--- src/rtl/vending_pkg.sv ---
// Shared types and constants for the ticket dispense arbiter.
// State enum, destination codes, coin unit and change helpers.
package vending_pkg;

  typedef enum logic [2:0] {
    ST_IDLE,
    ST_GRANT,
    ST_PRINT,
    ST_PAYOUT,
    ST_DONE
  } state_e;

  localparam logic [1:0] DEST_NONE      = 2'b00;
  localparam logic [1:0] DEST_HOWRAH    = 2'b01;
  localparam logic [1:0] DEST_MANIKARAN = 2'b10;
  localparam logic [1:0] DEST_ESPLANADE = 2'b11;

  localparam int COIN_UNIT = 5;

  typedef struct packed {
    logic       win;
    logic [1:0] dest;
    logic [4:0] chg;
  } ticket_t;

  function automatic logic [2:0] coin_count(
    input logic [4:0] chg
  );
    logic [4:0] q;
    q = chg / 5'(COIN_UNIT);
    return q[2:0];
  endfunction

  function automatic logic chg_irregular(
    input logic [4:0] chg
  );
    return (chg % 5'(COIN_UNIT)) != 5'd0;
  endfunction

endpackage

--- src/rtl/coin_payout_seq.sv ---
// Coin payout sequencer: one pulse per coin, COIN_GAP cycles apart.
// last marks the final cycle of the payout window.
module coin_payout_seq
  import vending_pkg::*;
#(
  parameter int COIN_GAP = 2
) (
  input  logic       clk,
  input  logic       rst,
  input  logic       load,
  input  logic [2:0] count,
  output logic       pulse,
  output logic       last
);

  localparam logic [2:0] GAP_INIT = 3'(COIN_GAP - 1);

  logic [2:0] coins_q, coins_d;
  logic [2:0] gap_q, gap_d;
  logic       pulse_q, pulse_d;

  always_comb begin
    coins_d = coins_q;
    gap_d   = gap_q;
    pulse_d = 1'b0;
    if (load) begin
      coins_d = count;
      gap_d   = GAP_INIT;
      pulse_d = (count != 3'd0);
    end else if (coins_q != 3'd0) begin
      // coins_q counts the coin whose gap is running
      if (gap_q == 3'd0) begin
        coins_d = coins_q - 3'd1;
        gap_d   = GAP_INIT;
        pulse_d = (coins_q > 3'd1);
      end else begin
        gap_d = gap_q - 3'd1;
      end
    end
  end

  always_ff @(posedge clk) begin
    if (rst) begin
      coins_q <= 3'd0;
      gap_q   <= 3'd0;
      pulse_q <= 1'b0;
    end else begin
      coins_q <= coins_d;
      gap_q   <= gap_d;
      pulse_q <= pulse_d;
    end
  end

  assign pulse = pulse_q;
  assign last  = (coins_q == 3'd0) ||
                 ((coins_q == 3'd1) && (gap_q == 3'd0));

endmodule

--- src/rtl/ticket_dispense_arbiter.sv ---
// Two-kiosk round-robin ticket arbiter: grant, print, pay change, done.
// All outputs are registered from the next-state decode.
module ticket_dispense_arbiter
  import vending_pkg::*;
#(
  parameter int PRINT_CYCLES = 4,
  parameter int COIN_GAP     = 2
) (
  input  logic       clk,
  input  logic       rst,
  input  logic [1:0] req,
  input  logic [1:0] dest0,
  input  logic [1:0] dest1,
  input  logic [4:0] change0,
  input  logic [4:0] change1,
  output logic [1:0] gnt,
  output logic [1:0] done,
  output logic       err,
  output logic       howrah,
  output logic       manikaran,
  output logic       esplanade,
  output logic       coin5,
  output logic       busy
);

  localparam logic [3:0] PCNT_INIT = 4'(PRINT_CYCLES - 1);

  state_e     state_q, state_d;
  logic       ptr_q, ptr_d;
  ticket_t    tkt_q, tkt_d;
  logic [3:0] pcnt_q, pcnt_d;
  logic [1:0] gnt_q, gnt_d;
  logic [1:0] done_q, done_d;
  logic       err_q, err_d;
  logic       hw_q, hw_d;
  logic       mk_q, mk_d;
  logic       es_q, es_d;
  logic       busy_q, busy_d;

  logic       win;
  logic       load;
  logic       last;

  always_comb begin
    win = ptr_q;
    unique case (1'b1)
      req == 2'b01: win = 1'b0;
      req == 2'b10: win = 1'b1;
      default:      win = ptr_q;
    endcase
  end

  always_comb begin
    state_d = state_q;
    ptr_d   = ptr_q;
    tkt_d   = tkt_q;
    pcnt_d  = pcnt_q;
    load    = 1'b0;
    unique case (state_q)
      ST_IDLE: begin
        if (req != 2'b00) begin
          tkt_d.win  = win;
          tkt_d.dest = win ? dest1 : dest0;
          tkt_d.chg  = win ? change1 : change0;
          state_d    = ST_GRANT;
        end
      end
      ST_GRANT: begin
        if (tkt_q.dest != DEST_NONE) begin
          pcnt_d  = PCNT_INIT;
          state_d = ST_PRINT;
        end else begin
          load    = 1'b1;
          state_d = ST_PAYOUT;
        end
      end
      ST_PRINT: begin
        if (pcnt_q == 4'd0) begin
          load    = 1'b1;
          state_d = ST_PAYOUT;
        end else begin
          pcnt_d = pcnt_q - 4'd1;
        end
      end
      ST_PAYOUT: begin
        if (last) state_d = ST_DONE;
      end
      ST_DONE: begin
        ptr_d   = ~tkt_q.win;
        state_d = ST_IDLE;
      end
      default: state_d = ST_IDLE;
    endcase
  end

  // outputs decoded from the state being entered
  always_comb begin
    gnt_d  = 2'b00;
    done_d = 2'b00;
    err_d  = 1'b0;
    hw_d   = 1'b0;
    mk_d   = 1'b0;
    es_d   = 1'b0;
    busy_d = (state_d != ST_IDLE);
    if (state_d == ST_GRANT)
      gnt_d = {tkt_d.win, ~tkt_d.win};
    if (state_d == ST_PRINT) begin
      hw_d = (tkt_d.dest == DEST_HOWRAH);
      mk_d = (tkt_d.dest == DEST_MANIKARAN);
      es_d = (tkt_d.dest == DEST_ESPLANADE);
    end
    if (state_d == ST_DONE) begin
      done_d = {tkt_q.win, ~tkt_q.win};
      err_d  = (tkt_q.dest == DEST_NONE) ||
               chg_irregular(tkt_q.chg);
    end
  end

  always_ff @(posedge clk) begin
    if (rst) begin
      state_q <= ST_IDLE;
      ptr_q   <= 1'b0;
      tkt_q   <= '0;
      pcnt_q  <= 4'd0;
      gnt_q   <= 2'b00;
      done_q  <= 2'b00;
      err_q   <= 1'b0;
      hw_q    <= 1'b0;
      mk_q    <= 1'b0;
      es_q    <= 1'b0;
      busy_q  <= 1'b0;
    end else begin
      state_q <= state_d;
      ptr_q   <= ptr_d;
      tkt_q   <= tkt_d;
      pcnt_q  <= pcnt_d;
      gnt_q   <= gnt_d;
      done_q  <= done_d;
      err_q   <= err_d;
      hw_q    <= hw_d;
      mk_q    <= mk_d;
      es_q    <= es_d;
      busy_q  <= busy_d;
    end
  end

  coin_payout_seq #(
    .COIN_GAP(COIN_GAP)
  ) u_payout (
    .clk  (clk),
    .rst  (rst),
    .load (load),
    .count(coin_count(tkt_q.chg)),
    .pulse(coin5),
    .last (last)
  );

  assign gnt       = gnt_q;
  assign done      = done_q;
  assign err       = err_q;
  assign howrah    = hw_q;
  assign manikaran = mk_q;
  assign esplanade = es_q;
  assign busy      = busy_q;

endmodule

--- config.mk ---
export PLATFORM = sky130hd
export DESIGN_NAME = ticket_dispense_arbiter
export DESIGN_NICKNAME = d
export VERILOG_FILES = /design/src/rtl/vending_pkg.sv /design/src/rtl/coin_payout_seq.sv /design/src/rtl/ticket_dispense_arbiter.sv
export SDC_FILE = /design/constraint.sdc
export NUM_CORES = 1
export LEC_CHECK = 0
export ABC_AREA = 0
export CORE_MARGIN = 3
export CORE_UTILIZATION = 52
export DETAILED_ROUTE_END_ITERATION = 6
export HOLD_SLACK_MARGIN = 0.02
export PLACE_DENSITY = 0.82
export SYNTH_ARGS = -nofsm -noshare
export SYNTH_HDL_FRONTEND = slang
export SYNTH_SLANG_ARGS = --single-unit
--- constraint.sdc ---
create_clock -name clk -period 2.6 [get_ports clk]
set_clock_uncertainty 0.2 [all_clocks]
set_input_delay 0.52 -clock clk [delete_from_list [all_inputs] [get_ports clk]]
set_output_delay 0.52 -clock clk [all_outputs]
set_load 0.05 [all_outputs]
# Yosys cells after proc, flatten, opt, wreduce, memory -nomap -nowiden

Index checks and enable logic that the tools add are counted.

Bits of input ports: 18
Word-level logic and storage cells: 92
Output and inout bits: 10
Flip-flop bits (word level): 32

Bitwise operators: 5
$lt $le $gt $ge: 1
Equal/unequal tests: 15
Muxes and demuxes: 25
Reductions and logical operators: 24
Div/mod/pow operators: 2
Add/sub/neg operators: 3

Operator list:

| kind                | number |
|---|---|
| $mux 3              | 7 |
| $mux 8              | 2 |
| $pmux 3 s4          | 1 |
| $reduce_bool 2->1   | 5 |
| $eq 3x1->1 const B  | 3 |
| $eq 3x2->1 const B  | 3 |
| $logic_not 3->1     | 3 |
| $reduce_bool 3->1   | 3 |
| $mux 1              | 8 |
| $mux 4              | 2 |
| $pmux 4 s2          | 1 |
| $reduce_or 2->1     | 4 |
| $eq 2x2->1 const B  | 3 |
| $eq 3x3->1 const B  | 2 |
| $sub 3x1->3 const B | 2 |
| $div 5x3->5 const B | 1 |
| $mod 5x3->5 const B | 1 |
| $mux 5              | 1 |
| $not 1->1           | 5 |
| $reduce_bool 5->1   | 1 |
| $eq 2x1->1 const B  | 2 |
| $logic_not 4->1     | 1 |
| $ne 2x2->1 const B  | 2 |
| $pmux 1 s2          | 2 |
| other kinds (8)     | 10 |

# Logic depth before layout (Yosys ltp)

Gate-level depths: netlist (run 1).

Depth after elaboration: 8
Gate-level depth with buffers: 8
Depth with buffers taken out: 7

# Cells and area by module

From an unflattened synthesis (run 1), not the netlist that was laid out.

Cells, all modules: 190
Area total of the unflattened synthesis: 1,651.6 µm²

By module, submodules not included:

| module                  | cells each | area an instance (µm²) | times used | sequential area each (µm²) |
|---|---|---|---|---|
| ticket_dispense_arbiter | 143        | 1,238.7                | 1          | 500.5 |
| coin_payout_seq         | 47         | 412.9                  | 1          | 140.1 |

# Worst setup path after synthesis (run 1)

OpenSTA, ideal clock, no wires.

Kind: input port to flip-flop
Start: input port req[0]
End: register mk_q, in the netlist manikaran
Setup time: 0.060 ns
Stages: 6
Arrival time: 2.019 ns
Path slack: 0.321 ns
Data required time: 2.340 ns
Buffers on the path: 0
Cells stage by stage: inv_1 ha_1 mux2i_2 mux2_2 mux2i_1 and3_1

Word-level cells in the longest chain between the ends: 6
Elaborated cells between the ends (all ways): 13
Those cells by class: eq/ne: 4; mux: 6; bitwise: 1; reduce/logical: 2

Ends and longest elaborated chain:

| what                                                 | line                                                          | text |
|---|---|---|
| start, declared                                      | ticket_dispense_arbiter.sv:11                                 | `input logic [1:0] req,` |
| $eq 2x2->1, or another cell as far along             | ticket_dispense_arbiter.sv:48                                 | `req == 2'b10: win = 1'b1;` |
| $pmux 1 s2 / $mux 3 (equally long branches)          | ticket_dispense_arbiter.sv:46, ticket_dispense_arbiter.sv:61  |  |
| $mux 2 / $pmux 3 s4 (equally long branches)          | ticket_dispense_arbiter.sv:63, ticket_dispense_arbiter.sv:59  |  |
| $mux 8 / $eq 3x2->1 (equally long branches)          | ticket_dispense_arbiter.sv:61, ticket_dispense_arbiter.sv:107 |  |
| $mux 8 / $not 1->1 (equally long branches)           | --                                                            |  |
| $eq 2x2->1 / $reduce_or 2->1 (equally long branches) | --                                                            |  |
| end signal, assigned                                 | ticket_dispense_arbiter.sv:141                                | `mk_q <= mk_d;` |
| end, declared                                        | ticket_dispense_arbiter.sv:36                                 | `logic mk_q, mk_d;` |

Several ways; a longest one is shown, not always the timed one.
A chain may end at the register's enable or synchronous reset.

# Worst setup path after layout (run 1)

Start: input port req[1]
End: register mk_q, in the netlist manikaran

The elaborated chain is that of the path after synthesis.

==> results of run 1 <==
## logic make-up after synthesis
group / Yosys count / share of synthesized area [%]
and+or+nand+nor: 56 / 19.57
AOI/OAI and AO/OA: 45 / 18.37
DFF: 32 / 38.24
buffers and inverters: 26 / 6.722
muxes: 13 / 8.215
adders and majority gates: 10 / 7.319
xor gates and xnor gates: 3 / 1.569
## state kept, by name, indices dropped and copies added (netlist names), 2 cells and up
register and count:
u_payout.gap_q 3, tkt_q 8, pcnt_q 4, gnt 2, state_q 3, done 2, u_payout.coins_q 3
## report_power, final
part | internal (mW) | switching [mW] | total, mW | leakage [nW]
clock network | 0.201 | 0.172 | 0.373 | 0.0422
registers | 0.611 | 0.162 | 0.773 | 0.262
logic | 0.444 | 0.551 | 0.995 | 0.542
## metrics by stage
stage               util (%)  instances  setup TNS [ps]
floorplan                  -        185               0
global placement       67.99        246               0
detailed placement     67.99        246          -70.33
CTS                    70.62        254               0
global route           70.62        254               0
finish                 70.62        254               0
## synth_stat cells (2+ instances only)
| library cell | number |
|---|---|
| clkbuf_1 | 8 |
| a21o_1 | 2 |
| a21oi_1 | 11 |
| and3_1 | 6 |
| mux2i_1 | 9 |
| nor4b_1 | 2 |
| ha_1 | 9 |
| a311oi_1 | 4 |
| and2_1 | 2 |
| nand2b_1 | 2 |
| nand2_1 | 5 |
| a221oi_1 | 2 |
| nor2_1 | 17 |
| nand3_1 | 2 |
| a31o_2 | 2 |
| a31oi_1 | 3 |
| nor3_1 | 6 |
| mux2_2 | 3 |
| o21ai_0 | 6 |
| nor4_1 | 3 |
| a211oi_1 | 9 |
| dfxtp_1 | 32 |
| buf_2 | 3 |
| inv_1 | 13 |
| nor3b_1 | 2 |
| xor2_1 | 2 |
## how the worst max path moves through the flow
stage | start | end | slack [ps] | depth (start not counted)
4_1_cts | req[1] | manikaran | 290 | 7
5_1_grt | u_payout.gap_q[0] | err | 190 | 7
3_3_place_gp | req[1] | howrah | 30 | 7
3_5_place_dp | req[1] | manikaran | -40 | 7
2_1_floorplan | req[0] | manikaran | 320 | 6
6_report | req[1] | manikaran | 280 | 7
## metal layers
metal / vias to the layer above / track usage (%)
met1: 672 / 20.29
met5: - / 0
met2: 42 / 33.02
li1: 717 / -
met4: 0 / 10.47
met3: 8 / 4.317
## cell type report
cell class                      instances  area share, %
Clock buffer                            6          2.016
Clock inverter                          2          1.710
Inverter                               13          2.382
Multi-Input combinational cell        127          45.02
Sequential cell                        32          31.28
Tap cell                               42          2.566
Timing Repair Buffer                   32          15.03
## worst max-delay path, stage by stage
cell             delay (ps)
clkdlybuf4s50_1         500
inv_1                    50
ha_1                    290
mux2i_2                 320
mux2_2                  370
mux2i_1                 160
and3_1                  180
==> flow_summary.ini, run 1 <==
[power]
peakVddDrop_uv = 546.1
p_leak_nw = 0.8469
power_density_mw_per_mm2 = 1046
total_power_mw = 2.141

[worst_setup_path]
cp.required_ps = 2680
crit_arrival_ps = 2400
critPathLaunchType = input port
r2r_start = u_payout.gap_q[1]
reg2reg_slack_ps = 450
path_class = input port to flip-flop
rr_worst_depth = 7
endpoint_kind = flip-flop
r2r-end = err
crit_fanout = 4

[synth]
synth.top_cell.area_share_pct = 38.24
syn_avg_cell_area_um2 = 9.056
synth_cell_types = 46
postSynthCellCount = 185
synth_seq_cells = 32
synth_flop_cell = dfxtp_1
synth_nets = 212
yosysTopAreaCell = dfxtp_1
synth_edf_count = 0
synth_warnings = 0
synth_seq_area_share_pct = 38.24
synth.area.top_cells = dfxtp_1 38%, ha_1 6.7%, mux2i_1 5.4%, a211oi_1 4.0%, nor2_1 3.8%
synth_area_mm2 = 0.001675
async_flop_share_pct = 0

[route]
antenna_left = 0
wl_met1_mm = 1.448
wl_per_cell_um = 13.70
viasPerCell = 5.665
totalWireLength_mm = 3.481
drc = 0
wl_met3_um = 181
drt_pre_antenna_iters = 4
drtIter0Drc = 71
met2_length_mm = 1.776
dr.max_layer_used = met4
num_vias = 1439

[clocking]
tritoncts = done
clkLatencyLatePin_ps = 340
cts_buffer_depth = 2
cts.reportedPaths.clkPinSlew_ps = 100
htree_levels = 2
cts_buffers = 5
numClockSinks = 32
hold_buffers = 0
cts_root_buf = clkbuf_4
cts_setup_buffers = 0
cts_resized = 0

[floorplanning]
fp-row-count = 19
die_w_um = 62.76
die_h_um = 62.76
boundaryPins = 28
dieArea_mm2 = 0.003939
start_util_pct = 57.77
core-area_mm2 = 0.002900

[sta]
slew_headroom_pct = 66.17
hold_viol = 0
worst_pin_slew_ps = 505.9
timing.final.crit_share_pct = 89.14
period_minus_slack_ps = 2318
fmax_ghz = 0.4315
rsz0062_at_grt = false
setup_viol = 0
finalWorstSetupSlack_ps = 282.2
hold_slack_ps = 319.2
finalMaxSlewViolations = 0

[final_layout]
drive_gt1_share_pct = 10.38
multi_input_area_um2 = 922.1
fin_nets = 238
fillers = 243
synthToLayoutAreaGrowth_pct = 22.26
final_cell_mix = 32 x dfxtp_1, 27 x clkdlybuf4s50_1, 17 x nor2_1
final_common_cell = dfxtp_1
final_area_mm2 = 0.002048
antenna_cells = 0
seq_area_um2 = 640.6

[status]
status = finished clean

[place]
pre_cts_ws_ps = -36.79
dp_hpwl_mm = 2.563
placed_area_mm2 = 0.001972
routabilityCongestion = 0.7625
numPortBuffers = 27

[grt]
grt_max_degree = 25
antenna_found_initial = 0
grt_pass1_wl_mm = 5.809
grt_usage_pct = 18.65
globalRouteOverflowTotal = 0
grt_pass1_vias = 1321

[run]
cap_violations = 0

[min_path]
hold_end = done[0]
hp-start = tkt_q[7]
worstHoldPathCells = 1
hp-class = flip-flop to flip-flop
Note: power is estimated with default switching activity, not from simulation.
==> run 2: changes to the inputs <==
- GPL_ROUTABILITY_DRIVEN: not set -> 0
- SLEW_MARGIN: not set -> 20
==> results of run 2 <==
Same layout as run 1: the final DEF is identical, and so are final timing and power.
